--- src/rtl/ewb_pkg.sv ---
// ---------------------------------------------------------------------------
// ewb_pkg
// Shared definitions for the parametric eviction write buffer: the controller
// state encoding and the default parameter values used by parametric_ewb and
// its address matcher.
// ---------------------------------------------------------------------------
package ewb_pkg;

    // Controller states. A 3-bit encoding leaves room for the five states used.
    typedef enum logic [2:0] {
        IDLE      = 3'd0,
        WR_ACCEPT = 3'd1,
        RD_FWD    = 3'd2,
        RD_MEM    = 3'd3,
        DRAIN     = 3'd4
    } ewb_state_e;

    // Default geometry of the buffer.
    localparam int EWB_ADDR_W = 32;
    localparam int EWB_LINE_W = 256;
    localparam int EWB_DEPTH  = 4;

endpackage

--- src/rtl/ewb_match.sv ---
// ---------------------------------------------------------------------------
// ewb_match
// Combinational associative lookup of one address against every buffered
// entry. Only valid entries can match. The buffer never holds two valid
// entries with the same address (writes to a buffered address overwrite the
// existing entry), so the hit vector is at most one-hot and the encoder can
// simply OR together the indices of set bits.
//
// Ports
//   addr        in   ADDR_W        address being looked up
//   entry_addr  in   ADDR_W x DEPTH stored entry addresses
//   entry_valid in   DEPTH         per-entry valid bits
//   hit_vec     out  DEPTH         per-entry match
//   hit_idx     out  log2(DEPTH)   index of the matching entry (0 when none)
// ---------------------------------------------------------------------------
module ewb_match #(
    parameter int ADDR_W = 32,
    parameter int DEPTH  = 4
) (
    input  logic [ADDR_W-1:0]        addr,
    input  logic [ADDR_W-1:0]        entry_addr [DEPTH],
    input  logic [DEPTH-1:0]         entry_valid,
    output logic [DEPTH-1:0]         hit_vec,
    output logic [$clog2(DEPTH)-1:0] hit_idx
);

    localparam int IDX_W = $clog2(DEPTH);

    always_comb begin
        hit_vec = '0;
        hit_idx = '0;
        for (int i = 0; i < DEPTH; i++) begin
            hit_vec[i] = entry_valid[i] && (entry_addr[i] == addr);
        end
        // One-hot hit vector: OR-ing indices yields the single matching one.
        for (int i = 0; i < DEPTH; i++) begin
            if (hit_vec[i]) begin
                hit_idx = hit_idx | IDX_W'(i);
            end
        end
    end

endmodule

--- src/rtl/parametric_ewb.sv ---
// ---------------------------------------------------------------------------
// parametric_ewb
// Eviction write buffer between an L2 cache and physical memory. Dirty-line
// writebacks from L2 are absorbed into a DEPTH-entry FIFO and drained to
// memory whenever the L2 side is quiet. Reads that hit a buffered line are
// forwarded from the buffer; other reads pass through to memory. Writes to a
// line already buffered coalesce in place, keeping its drain position.
//
// Ports
//   clk, rst_n                    clock, asynchronous active-low reset
//   L2_addr/L2_wdata              L2 request address / write line
//   L2_read/L2_write              L2 request strobes, held until L2_resp
//   L2_rdata/L2_resp              L2 read line / one-cycle response pulse
//   pmem_addr/pmem_wdata          memory request address / write line
//   pmem_read/pmem_write          memory request strobes
//   pmem_rdata/pmem_resp          memory read line / response
// ---------------------------------------------------------------------------
module parametric_ewb
    import ewb_pkg::*;
#(
    parameter int ADDR_W = EWB_ADDR_W,
    parameter int LINE_W = EWB_LINE_W,
    parameter int DEPTH  = EWB_DEPTH
) (
    input  logic              clk,
    input  logic              rst_n,
    input  logic [ADDR_W-1:0] L2_addr,
    input  logic [LINE_W-1:0] L2_wdata,
    input  logic              L2_read,
    input  logic              L2_write,
    output logic [LINE_W-1:0] L2_rdata,
    output logic              L2_resp,
    output logic [ADDR_W-1:0] pmem_addr,
    output logic [LINE_W-1:0] pmem_wdata,
    output logic              pmem_read,
    output logic              pmem_write,
    input  logic [LINE_W-1:0] pmem_rdata,
    input  logic              pmem_resp
);

    localparam int PTR_W = $clog2(DEPTH);
    localparam int CNT_W = PTR_W + 1;

    ewb_state_e         state_q, state_d;
    logic [PTR_W-1:0]   head_q, tail_q;
    logic [CNT_W-1:0]   count_q;
    logic [DEPTH-1:0]   valid_q;

    // Entry payload storage; only the valid bits carry meaning after reset.
    logic [ADDR_W-1:0]  addr_q [DEPTH];
    logic [LINE_W-1:0]  data_q [DEPTH];

    logic [DEPTH-1:0]   hit_vec;
    logic [PTR_W-1:0]   hit_idx;
    logic               hit;
    logic               full;
    logic               wr_new;
    logic               wr_coal;
    logic               drain_done;

    ewb_match #(
        .ADDR_W (ADDR_W),
        .DEPTH  (DEPTH)
    ) u_match (
        .addr        (L2_addr),
        .entry_addr  (addr_q),
        .entry_valid (valid_q),
        .hit_vec     (hit_vec),
        .hit_idx     (hit_idx)
    );

    assign hit  = |hit_vec;
    assign full = (count_q == CNT_W'(DEPTH));

    // The L2 address is held for the whole request, so the hit decision made
    // in IDLE is still valid in WR_ACCEPT/RD_FWD. The !full guard is defensive.
    assign wr_new     = (state_q == WR_ACCEPT) && !hit && !full;
    assign wr_coal    = (state_q == WR_ACCEPT) && hit;
    assign drain_done = (state_q == DRAIN) && pmem_resp;

    always_comb begin
        state_d = state_q;
        unique case (state_q)
            IDLE: begin
                if (L2_read) begin
                    state_d = hit ? RD_FWD : RD_MEM;
                end else if (L2_write) begin
                    // A full buffer must free its oldest entry before a new
                    // line can be taken; a coalescing write never needs room.
                    state_d = (hit || !full) ? WR_ACCEPT : DRAIN;
                end else if (count_q != '0) begin
                    state_d = DRAIN;
                end
            end
            WR_ACCEPT: state_d = IDLE;
            RD_FWD:    state_d = IDLE;
            RD_MEM:    if (pmem_resp) state_d = IDLE;
            // A started drain always completes; pending L2 work waits in IDLE.
            DRAIN:     if (pmem_resp) state_d = IDLE;
            default:   state_d = IDLE;
        endcase
    end

    always_ff @(posedge clk or negedge rst_n) begin
        if (!rst_n) begin
            state_q <= IDLE;
            head_q  <= '0;
            tail_q  <= '0;
            count_q <= '0;
            valid_q <= '0;
        end else begin
            state_q <= state_d;
            if (wr_new) begin
                valid_q[tail_q] <= 1'b1;
                tail_q          <= tail_q + PTR_W'(1);
                count_q         <= count_q + CNT_W'(1);
            end else if (drain_done) begin
                valid_q[head_q] <= 1'b0;
                head_q          <= head_q + PTR_W'(1);
                count_q         <= count_q - CNT_W'(1);
            end
        end
    end

    always_ff @(posedge clk) begin
        if (wr_new) begin
            addr_q[tail_q] <= L2_addr;
            data_q[tail_q] <= L2_wdata;
        end else if (wr_coal) begin
            data_q[hit_idx] <= L2_wdata;
        end
    end

    // Outputs decode from state; IDLE (the reset state) drives everything low.
    always_comb begin
        L2_rdata   = '0;
        L2_resp    = 1'b0;
        pmem_addr  = '0;
        pmem_wdata = '0;
        pmem_read  = 1'b0;
        pmem_write = 1'b0;
        unique case (state_q)
            WR_ACCEPT: begin
                L2_resp = 1'b1;
            end
            RD_FWD: begin
                L2_resp  = 1'b1;
                L2_rdata = data_q[hit_idx];
            end
            RD_MEM: begin
                pmem_read = 1'b1;
                pmem_addr = L2_addr;
                L2_rdata  = pmem_rdata;
                L2_resp   = pmem_resp;
            end
            DRAIN: begin
                pmem_write = 1'b1;
                pmem_addr  = addr_q[head_q];
                pmem_wdata = data_q[head_q];
            end
            default: ;
        endcase
    end

endmodule

--- config.mk ---
export PLATFORM = sky130hd
export DESIGN_NAME = parametric_ewb
export DESIGN_NICKNAME = d
export VERILOG_FILES = /design/src/rtl/ewb_pkg.sv /design/src/rtl/ewb_match.sv /design/src/rtl/parametric_ewb.sv
export SDC_FILE = /design/constraint.sdc
export NUM_CORES = 2
export LEC_CHECK = 0
export CORE_AREA = 2 2 430 432
export CTS_CLUSTER_DIAMETER = 80
export DETAILED_ROUTE_END_ITERATION = 8
export DIE_AREA = 0 0 432 434
export PLACE_DENSITY = 0.55
export SLEW_MARGIN = 10
export SYNTH_ARGS = -nofsm -noshare
export SYNTH_HDL_FRONTEND = slang
export SYNTH_SLANG_ARGS = --single-unit
--- constraint.sdc ---
create_clock -name clk -period 29.1 [get_ports clk]
set_input_delay 2.91 -clock clk [delete_from_list [all_inputs] [get_ports clk]]
set_output_delay 2.91 -clock clk [all_outputs]
set_load 0.01 [all_outputs]
==> metrics.cfg <==
[status]
run_status=complete, no violations

[worst_setup_path]
critical_path.top_delay_family=buffers and inverters
cp_data_arrival_time_ns=8.84
crit_required_ns=26.19
critPathLaunchType=primary input
worst_path_largest_cell_delay_ns=0.94
worst-r2r-setup-slack_ns=23.21
regToRegEndpoint=data_q[0][6]$_DFFE_PP_
cp-startpoint=L2_addr[21]
cp_slowest_cell=sky130_fd_sc_hd__and2_4
timing.critical_path.depth=11
worst_setup_path_end_kind=output port
critPathKind=in -> out
launch_instance_of_the_worst_register_to_register_path=addr_q[89]$_DFFE_PP_
cp_max_fo=43
critPathBufInv=4
critical_path.cell_chain=clkdlybuf4s50_1 -> xor2_1 -> nor3_1 -> nand3_1 -> or4_4 -> and2_4 -> buf_4 -> buf_4 -> mux2i_1 -> o21ai_0 -> clkdlybuf4s50_1
r2r.worst_path.cells=9

[finish]
total_area_of_multi_input_combinational_cells_sq_um=19200
layout-drive-gt1-share=0.127
final_cell_mix=1152 x sky130_fd_sc_hd__edfxtp_1, 1095 x sky130_fd_sc_hd__clkdlybuf4s50_1, 512 x sky130_fd_sc_hd__mux2i_1, 288 x sky130_fd_sc_hd__mux4_2
final_non_filler_cells=6884
number_of_inserted_filler_cells_in_the_final_layout=16826
final-seq-area_sq_um=35000
area_delta_synth_final_pct=31.8
final_common_cell=sky130_fd_sc_hd__edfxtp_1
nets=4917
layout.core_utilization=0.401

[place]
post-place-cells=6603
detailed_place_hpwl_mm=141
place_congestion=0.922
post-place-ws_ns=17.24
port_buffers=1095

[worst_hold_path]
hp-start=count_q[2]$_DFFE_PN0P_
hold_path_depth=1
whs_endpoint=count_q[2]$_DFFE_PN0P_
hp-class=reg -> reg

[sta]
number_of_failing_setup_endpoints_in_the_final_timing_report=0
totalNegativeSetupSlack_ns=0
rsz0062_at_grt=no
final-hold-violation-count=0
period_needed_ns=11.75
setup_slack_ns=17.35
clock.fmax_ghz=0.0851
fin_crit_sh=0.404
clock-skew-final_ns=0.0319
worst-slew-pin-transition_ns=1.22
worst_slew_margin_rel=0.188
final_max_slew_viol_count=0

[cts]
clk-insertion-delay-late_ns=0.79
tritoncts_clock_tree=built
clkTransAtPathRegs_ns=0.05
post-cts-setup-buffer-count=0
htreeDepth=4
clock_tree_buffer_depth=3
ctsRootBufferMaster=sky130_fd_sc_hd__clkbuf_16
cts.hold.buffers_added=0
clock-sinks=1166
cts_inserted_buffers=139
cts-resized-gates=0

[power_and_ir_drop]
leakage_nw=27.5
vdd_drop_max_mv=0.0675
power.density_cell_area_nw_per_um2=88.3

[global_routing]
antenna_found_initial=46
overflow=0
grt_start_max_net_pins=123
grt_util_all_layers=0.217
grt_pass1_wl_mm=292
grt_pass1_vias=37679

[synthesis]
synth.largest_area_cell=sky130_fd_sc_hd__edfxtp_1
ys.flop_type=sky130_fd_sc_hd__edfxtp_1
synth.area.top_cells=sky130_fd_sc_hd__edfxtp_1 62%, sky130_fd_sc_hd__mux4_2 12%, sky130_fd_sc_hd__mux2i_1 9.2%, sky130_fd_sc_hd__a2bb2oi_1 4.0%, sky130_fd_sc_hd__and3_1 2.9%
synthesis.nets=3920
synth.top_cell.area_share=0.623
edff_count_synth=1152
seq_area_frac_synth=0.629
synthArstFlopShare=0.0120
post_synth_instance_area_sq_um=55600
synth.lib_cells_used.distinct=52
syn-mean-instance-area_sq_um=16.5
synthCells=3362
ys_warn_count=0
synth.ff_latch_count=1166

[die]
die_w_microns=432
fp-row-count=157
floorplan.initialDensity=0.304
core_sq_um=182000
pin_count=1096
die_height_microns=434
die-area_sq_um=187000

[routing]
detail_route.first_pass.iterations=7
average_wire_per_cell_in_the_routed_design_microns=30.7
ant_nets=0
vias=36790
drt_iter0_markers=2909
vias_per_cell=5.34
drt_drc_violations_left=0
wirelength_mm=211

[job]
timing.max_cap.violations=0

-- sequential cells by signal, indices dropped and copies added (netlist names) --
signal   count
head_q       2
addr_q     128
state_q      3
count_q      3
valid_q      4
data_q    1024
tail_q       2
-- logic make-up after synthesis --
group | share of synthesized area
flip-flops | 0.629
adder cells (fa/ha/maj) | 0.00216
AND/OR/NAND/NOR | 0.0402
multiplexers | 0.210
XOR/XNOR | 0.0212
buffers and inverters | 0.0260
AO/OA/AOI/OAI | 0.0721
-- worst max-delay path by stage --
stage | slack (ns) | to
after global placement | 17.31 | L2_rdata[12]
after detailed placement | 17.24 | L2_rdata[12]
after floorplan | 4.47 | data_q[1][0]$_DFFE_PP_
after global routing | 17.13 | L2_rdata[12]
after CTS | 17.25 | L2_rdata[12]
final | 17.35 | L2_rdata[12]
-- Yosys cell counts, drive strengths merged, types with 2 or more instances --
library cell and instances:
nor2b 3, nor3b 2, nor3 7, ha 8, o31ai 2, dfrtp 14
or4 3, a22o 32, a2bb2oi 256, inv 11, and3 256, edfxtp 1152
mux4 288, and2 7, nand4 23, a31oi 4, nor4 22, o21a 5
a21oi 3, mux2i 512, mux2 3, clkbuf 170, o211ai 2, o21ai 260
nand3 7, nand2 15, xor2 68, nand3b 2, a211oi 2, buf 136
nor2 11, xnor2 62
-- power breakdown --
part / switching, W / internal (W) / total [W]
Clock: 0.000697 / 0.00101 / 0.00171
Combinational: 0.00130 / 0.00112 / 0.00242
Sequential: 0.000170 / 0.00216 / 0.00233
-- per-stage QoR --
step / hold slack [ns] / area [sq um] / total power, W
4_1_cts: 0.526 / 73200 / 0.00654
2_1_floorplan: 0.480 / 55600 / 0.00374
6_report: 0.520 / 73200 / 0.00647
5_1_grt: 0.572 / 73200 / 0.00673
3_5_place_dp: 0.515 / 68700 / 0.00481
3_3_place_gp: 0.510 / 68700 / 0.00482
-- area by class of cell --
| class | count | area share |
|---|---|---|
| inverter | 11 | 0.000564 |
| sequential | 1166 | 0.477 |
| multi-input combinational | 1879 | 0.263 |
| clock inverter | 74 | 0.0100 |
| antenna | 32 | 0.00109 |
| tap | 2385 | 0.0407 |
| timing repair buffer | 1162 | 0.157 |
| clock buffer | 175 | 0.0505 |
-- layer usage --
layer / global-route usage / vias to the layer above / share of wire / wire, microns
met1: 0.266 / 19117 / 0.40 / 83900
met4: 0.0961 / 14 / 0.040 / 8420
li1: - / 15824 / - / -
met2: 0.361 / 1504 / 0.49 / 104000
met3: 0.0557 / 331 / 0.071 / 15000
met5: 0 / - / 0.00044 / 92
Note: power is estimated with default switching activity, not from simulation.
